`config.mk`:
```
export PLATFORM = sky130hd
export DESIGN_NAME = fp_sum_sequencer
export DESIGN_NICKNAME = d
export VERILOG_FILES = /design/src/rtl/fp_sum_sequencer.sv
export SDC_FILE = /design/constraint.sdc
export NUM_CORES = 1
export LEC_CHECK = 0
export BUFFER_PORTS_ARGS = -buffer_cell sky130_fd_sc_hd__buf_2
export CORE_ASPECT_RATIO = 0.5
export CORE_MARGIN = 8
export CORE_UTILIZATION = 48
export CTS_CLUSTER_SIZE = 10
export DETAILED_ROUTE_END_ITERATION = 10
export PLACE_DENSITY_LB_ADDON = 0.25
export SKIP_CTS_REPAIR_TIMING = 1
export SYNTH_ARGS = -nofsm -noshare
export SYNTH_HDL_FRONTEND = slang
export SYNTH_SLANG_ARGS = --single-unit
```
`constraint.sdc`:
```
create_clock -name clk -period 2.6 [get_ports clk]
set_clock_uncertainty 0.1 [all_clocks]
set_input_delay 0.13 -clock clk [delete_from_list [all_inputs] [get_ports clk]]
set_output_delay 0.13 -clock clk [all_outputs]
set_load 0.005 [all_outputs]
```
`src/rtl/fp_sum_sequencer.sv`:
```
// Operand feeder for the multi-cycle FP adder: folds each in_last-terminated group into one total.
// Optional FP_SUM_ZERO_SKIP_EN: a non-first +/-0 operand is counted but issues no add.
module fp_sum_sequencer #(
  parameter int expWidth      = 7,
  parameter int mantissaWidth = 24,
  parameter int CNT_WIDTH     = 8,
  localparam int W            = expWidth + mantissaWidth + 1
) (
  input  logic                 clk,
  input  logic                 reset,
  input  logic [W-1:0]         in_data,
  input  logic                 in_valid,
  input  logic                 in_last,
  output logic                 in_ready,
  output logic [W-1:0]         add_a,
  output logic [W-1:0]         add_b,
  output logic                 add_start,
  input  logic                 add_ready,
  input  logic [W-1:0]         add_s,
  output logic [W-1:0]         sum,
  output logic                 sum_valid,
  input  logic                 sum_ack,
  output logic [CNT_WIDTH-1:0] count
);

  typedef enum logic [1:0] {
    ACCEPT,
    ISSUE,
    ADD_WAIT,
    OUTPUT
  } state_t;

  state_t               state_q;
  logic                 first_q;
  logic                 last_q;
  logic                 addReadyPrev_q;
  logic [W-1:0]         acc_q;
  logic [W-1:0]         opnd_q;
  logic [W-1:0]         addA_q;
  logic [W-1:0]         addB_q;
  logic [W-1:0]         sum_q;
  logic                 addStart_q;
  logic                 sumValid_q;
  logic                 inReady_q;
  logic [CNT_WIDTH-1:0] count_q;
  logic [CNT_WIDTH-1:0] countInc_d;
  logic                 isZero_d;

  assign countInc_d = (count_q == {CNT_WIDTH{1'b1}}) ? count_q : count_q + 1'b1;
  assign isZero_d   = (in_data[W-2:0] == '0);

  always_ff @(posedge clk or negedge reset) begin
    if (!reset) begin
      state_q        <= ACCEPT;
      first_q        <= 1'b1;
      last_q         <= 1'b0;
      addReadyPrev_q <= 1'b0;
      acc_q          <= '0;
      opnd_q         <= '0;
      addA_q         <= '0;
      addB_q         <= '0;
      sum_q          <= '0;
      addStart_q     <= 1'b0;
      sumValid_q     <= 1'b0;
      inReady_q      <= 1'b1;
      count_q        <= '0;
    end else begin
      addStart_q <= 1'b0;
      unique case (state_q)
        ACCEPT: begin
          if (in_valid) begin
            if (first_q) begin
              acc_q   <= in_data;
              count_q <= {{(CNT_WIDTH-1){1'b0}}, 1'b1};
              first_q <= 1'b0;
              if (in_last) begin
                sum_q      <= in_data;
                sumValid_q <= 1'b1;
                inReady_q  <= 1'b0;
                state_q    <= OUTPUT;
              end
            end else begin
              count_q <= countInc_d;
`ifdef FP_SUM_ZERO_SKIP_EN
              if (isZero_d) begin
                if (in_last) begin
                  sum_q      <= acc_q;
                  sumValid_q <= 1'b1;
                  inReady_q  <= 1'b0;
                  state_q    <= OUTPUT;
                end
              end else begin
                opnd_q    <= in_data;
                last_q    <= in_last;
                inReady_q <= 1'b0;
                state_q   <= ISSUE;
              end
`else
              opnd_q    <= in_data;
              last_q    <= in_last;
              inReady_q <= 1'b0;
              state_q   <= ISSUE;
`endif
            end
          end
        end
        ISSUE: begin
          addA_q         <= acc_q;
          addB_q         <= opnd_q;
          addStart_q     <= 1'b1;
          addReadyPrev_q <= 1'b0;
          state_q        <= ADD_WAIT;
        end
        // Completion is the rising edge of add_ready, so a level left high cannot retrigger.
        ADD_WAIT: begin
          addReadyPrev_q <= add_ready;
          if (add_ready && !addReadyPrev_q) begin
            acc_q <= add_s;
            if (last_q) begin
              sum_q      <= add_s;
              sumValid_q <= 1'b1;
              state_q    <= OUTPUT;
            end else begin
              inReady_q <= 1'b1;
              state_q   <= ACCEPT;
            end
          end
        end
        OUTPUT: begin
          if (sum_ack) begin
            first_q    <= 1'b1;
            sumValid_q <= 1'b0;
            inReady_q  <= 1'b1;
            state_q    <= ACCEPT;
          end
        end
        default: state_q <= ACCEPT;
      endcase
    end
  end

`ifndef FP_SUM_ZERO_SKIP_EN
  logic unusedZero;
  assign unusedZero = isZero_d;
`endif

  assign in_ready  = inReady_q;
  assign add_a     = addA_q;
  assign add_b     = addB_q;
  assign add_start = addStart_q;
  assign sum       = sum_q;
  assign sum_valid = sumValid_q;
  assign count     = count_q;

endmodule

```
After elaboration in Yosys (flattened, before gate mapping)
Cells that the tools add are included.
{"block": "word_totals", "regBits": 176, "elab_cells": 80, "in_bits": 70}
{"block": "classes", "add_sub_neg": 1, "eq_ne": 13, "n_reduce_logical": 15, "bitwise": 1, "mux": 37}
{"operator": "$mux W32", "n": 8}
{"operator": "$pmux W32 S2", "n": 2}
{"operator": "$mux W8", "n": 2}
{"operator": "$ne A2 B2 Y1 const B", "n": 8}
{"operator": "$mux W1", "n": 14}
{"operator": "$mux W2", "n": 6}
{"operator": "$reduce_and A6 Y1", "n": 2}
{"operator": "$reduce_and A3 Y1", "n": 3}
{"operator": "$add A8 B1 Y8 const B", "n": 1}
{"operator": "$eq A8 B8 Y1 const B", "n": 1}
{"operator": "$pmux W2 S4", "n": 1}
{"operator": "$reduce_and A4 Y1", "n": 2}
{"operator": "$reduce_and A7 Y1", "n": 1}
{"operator": "$pmux W1 S3", "n": 2}
{"operator": "$reduce_bool A2 Y1", "n": 3}
{"operator": "$eq A2 B2 Y1 const B", "n": 2}
{"operator": "$pmux W1 S2", "n": 2}
{"operator": "$ne A3 B3 Y1 const B", "n": 1}
{"operator": "$reduce_bool A3 Y1", "n": 1}
{"operator": "$eq A2 B1 Y1 const B", "n": 1}
{"operator": "$logic_not A2 Y1", "n": 1}
{"operator": "$logic_and A1 B1 Y1", "n": 1}
{"operator": "$logic_not A1 Y1", "n": 1}
{"operator": "$not A1 Y1", "n": 1}

Longest topological paths before layout
{"block": "depth", "ltp_word": 4, "ltp_mapped": 8}

Worst setup path before layout
Ideal clock, no wire load.
{"block": "synth_timing", "path_type": "register -> register", "startpoint": "reg state_q[1]", "endpoint": "reg sum_q[10], in the netlist sum[10]", "period_less_slack_ns": 2.128, "t_required_ns": 2.375, "setup_time_ns": 0.125, "slack_ns": 0.472, "t_arrival_ns": 1.903, "stages_incl_launch_ff": 8, "path_cell_list": "dfrtp_1 -> inv_1 -> ha_1 -> buf_6 -> a222oi_1 -> nand2_2 -> buf_6 -> mux2_4"}
{"block": "synth_between", "elab_chain_cells": 3, "word_cells_on_any_way": 10, "classes_between": "eq/ne: 6; mux: 1; reduce/logical: 3"}
{"element": "start, declared", "line": "33", "rtl": "state_t state_q;"}
{"element": "start signal, assigned", "line": "54", "rtl": "state_q <= ACCEPT;"}
{"element": "start signal, assigned", "line": "80", "rtl": "state_q <= OUTPUT;"}
{"element": "start signal, assigned", "line": "102", "rtl": "state_q <= ISSUE;"}
{"element": "$eq A2 B2 Y1 or $logic_not A2 Y1 (tied branches)", "line": "69", "rtl": "unique case (state_q)"}
{"element": "$ne A2 B2 Y1 (no source line) or $reduce_bool A2 Y1 (tied branches)"}
{"element": "$reduce_and A6 Y1 (no source line)"}
{"element": "end signal, assigned", "line": "77", "rtl": "sum_q <= in_data;"}
{"element": "end signal, assigned", "line": "120", "rtl": "sum_q <= add_s;"}
{"element": "end, declared", "line": "41", "rtl": "logic [W-1:0] sum_q;"}
Parallel ways exist; a longest one is shown, timed or not.
A chain may end at the register's enable or synchronous reset.

Worst setup path in the final report
{"block": "layout_timing", "startpoint": "reg state_q[1]", "endpoint": "reg sum_q[0], in the netlist sum[0]"}
Same word-level chain as after synthesis.

==> results.md <==
* Outcome: finished with violations
* Failing checks: negative hold slack
* Place WS at between 0.2 and 0.25 ns
* Clock Sink Count at between 150 and 200
* LEAKAGE at 4.53 nW
* Layout cell share with drive strength beyond 1 at between 50 and 60%
* Vias/cell at a little over 5
* Final setup margin at about 0.21 ns
* Syn Inst Count at around 500
* Crit-path cells: inv_1 -> ha_1 -> nor2b_1 -> nor2_1 -> nand2_2 -> buf_12 -> mux2_2
* Mean Syn Cell Area at between 15 and 20 sq um
* Syn Nets at roughly 570
* Routed Wire Length at roughly 17 mm
* PD cells at 1330 nW/um^2
* First-pass GRT wire length at roughly 27 mm
* Number of global-route vias before repair at roughly 5000
* Max IR drop VDD at between 600 and 700 uV
* CTS tree: built
* Sequential share of the synthesized area at between 50% and 60%
* Max Fanout on Critical Path at 14
* Wirelength per Cell at about 18 um
* Die extent in y at 104 um
* Chip Width at about 190 um
* Slew @ Worst Pin at just under 0.6 ns
* WP buf/inv at 2
* Final Slew Violations at 0
* FP Rows at 32
* # setup viols final at 0
* Largest net degree at the start of global routing at 64
* PortBufs at between 150 and 200
* Number of detailed-route iterations in the first pass at 4
* Commonest non-fill, non-tap cell in the layout: buf_2
* Yosys warns at 0
* Data required, critical path at 2.80 ns
* Worst setup SP type: flop
* Area delta synth->final at 31.7%
* Root Buffer: clkbuf_16
* Initial Utilization at between 40% and 50%
* Crit path kind: reg2reg
* Clock Latency Late Sink at a little over 0.4 ns
* Max Cap Viol at 0
* Nets at roughly 800
* Final GP Congestion at roughly 0.83
* DP Wirelength at between 10 and 15 mm
* Antenna-violating nets left at 0
* Max Fclk at ~420 MHz
* Worst-path clk slew at ~0.070 ns
* Total CTS buffers at 17
* Smallest hold slack at -0.0268 ns
* Fraction of registers with async set/reset at 100%
* Number of flops mapped to enable cells by yosys at 0
* Yosys cell types at 39
* Total number of vias at between 4000 and 5000
* Crit path max-delay cell type: dfrtp_1
* Rel. slew slack at about three fifths
* Residual DRC at 0
* CP top delay family: simple AND/OR/NAND/NOR gates
* Worst setup EP type: flop
* Leading cell types in the layout, fill and taps excluded: 175 x buf_2, 174 x dfrtp_1, 159 x mux2_2
* Crit path DAT at approximately 2.6 ns
* Htree depth at 4
* #FFs+latches synth at approximately 180
* Total grt overflow at 0
* Ports at around 180
* Max incr delay on CP at 0.44 ns
* CTS Buffer Depth at 2
* Period utilization at about nine tenths
* DR iter-0 viols at around 200
* Full die area at between 15000 and 20000 sq um
* RSZ-0062 raised after global routing: no
* Antenna Cells at 0
* R2R setup slack at ~0.21 ns
* Primary FF master, synth: dfrtp_1
* Min Tclk post-route at roughly 2.4 ns
* Final hold vios at 1
* Sum Neg Setup Slack at 0 ns
* Worst hold path type: in2reg
* Post-Syn Area at ~7400 sq um
* Initial antenna violation count at 0
* Area of the core at approximately 15000 sq um
* Gr usage total at between 15 and 20%
## Yosys cell counts (2+ instances only)
| master | instances | area (sq um) |
|---|---|---|
| inv_1 | 8 | 30.0 |
| nor2_1 | 8 | 30.0 |
| buf_2 | 9 | 45.0 |
| clkbuf_1 | 9 | 33.8 |
| mux2_4 | 30 | 450 |
| nand4_1 | 2 | 12.5 |
| mux2i_1 | 5 | 50.1 |
| dfrtp_1 | 174 | 4350 |
| buf_1 | 3 | 11.3 |
| a31oi_1 | 3 | 18.8 |
| nor3_1 | 6 | 30.0 |
| buf_6 | 4 | 45.0 |
| o21ai_0 | 7 | 35.0 |
| a21oi_1 | 11 | 55.1 |
| nand2_1 | 15 | 56.3 |
| dfstp_2 | 2 | 52.6 |
| mux2_2 | 159 | 1790 |
| ha_1 | 7 | 87.6 |
| nor2b_1 | 2 | 12.5 |
| and3_1 | 2 | 12.5 |
| nand3_1 | 4 | 20.0 |
## per-layer routing
layer | global-route usage (%) | share of wire [%] | vias to the layer above
met3 | 4.59 | 5.4 | 13
met2 | 27.5 | 49 | 113
met1 | 22.5 | 45 | 2429
met5 | 0 | 0 | -
met4 | 4.10 | 0.90 | 0
li1 | - | - | 2216
## metrics by stage
stage | std cells | power (W) | instance area [sq um] | util (%) | hold slack (ns)
global route | 939 | 0.0138 | 9740 | 64.0 | -0.00532
finish | 939 | 0.0129 | 9740 | 64.0 | -0.0268
detailed placement | 858 | 0.0103 | 8610 | 56.6 | -0.0174
global placement | 858 | 0.0102 | 8610 | 56.6 | -0.0201
floorplan | 488 | 0.00832 | 7390 | - | -0.266
CTS | 890 | 0.0131 | 9250 | 60.8 | -0.475
## power by group
group	switching (W)	total, W	internal [W]
combinational	0.00219	0.00530	0.00312
clock	0.00118	0.00268	0.00150
sequential	0.000791	0.00496	0.00417
total	0.00416	0.0129	0.00878
## state kept, by name, summed over array words and instances (netlist names)
signal / cells
count: 8
addReadyPrev_q: 1
state_q: 2
in_ready: 1
opnd_q: 32
last_q: 1
sum: 32
acc_q: 32
add_start: 1
add_b: 32
add_a: 32
first_q: 1
sum_valid: 1
## layout make-up
cell class	instances	area (sq um)
Clock inverter	14	194
Fill cell	1143	5480
Clock buffer	18	439
Inverter	8	30.0
Timing Repair Buffer	240	1570
Sequential cell	176	4410
Multi-Input combinational cell	279	2850
Tap cell	204	255
## cell families after synthesis
| logic type | count (synthesis) | synth area share (%) |
|---|---|---|
| AO/OA/AOI/OAI | 32 | 2.91 |
| adder cells (fa/ha/maj) | 7 | 1.19 |
| buffers and inverters | 33 | 2.23 |
| flip-flops | 176 | 59.6 |
| multiplexers | 194 | 31.0 |
| AND/OR/NAND/NOR | 46 | 3.03 |
## worst min-delay path, cell delays in order
cell and delay (ns):
buf_2 0.07, mux2i_1 0.09, a21oi_1 0.15
## worst paths after layout
| path | endpoint | cells past startpoint | start |
|---|---|---|---|
| max in group asynchronous | in_ready | 3 | reset |
| min in group asynchronous | add_b[15] | 2 | reset |
| worst max register to register | sum[0] | 7 | state_q[1] |
| worst max-delay path | sum[0] | 7 | state_q[1] |
| worst min register to register | add_a[7] | 1 | acc_q[7] |
| worst min-delay path | acc_q[31] | 3 | add_s[31] |
(Power assumes the default switching activity.)
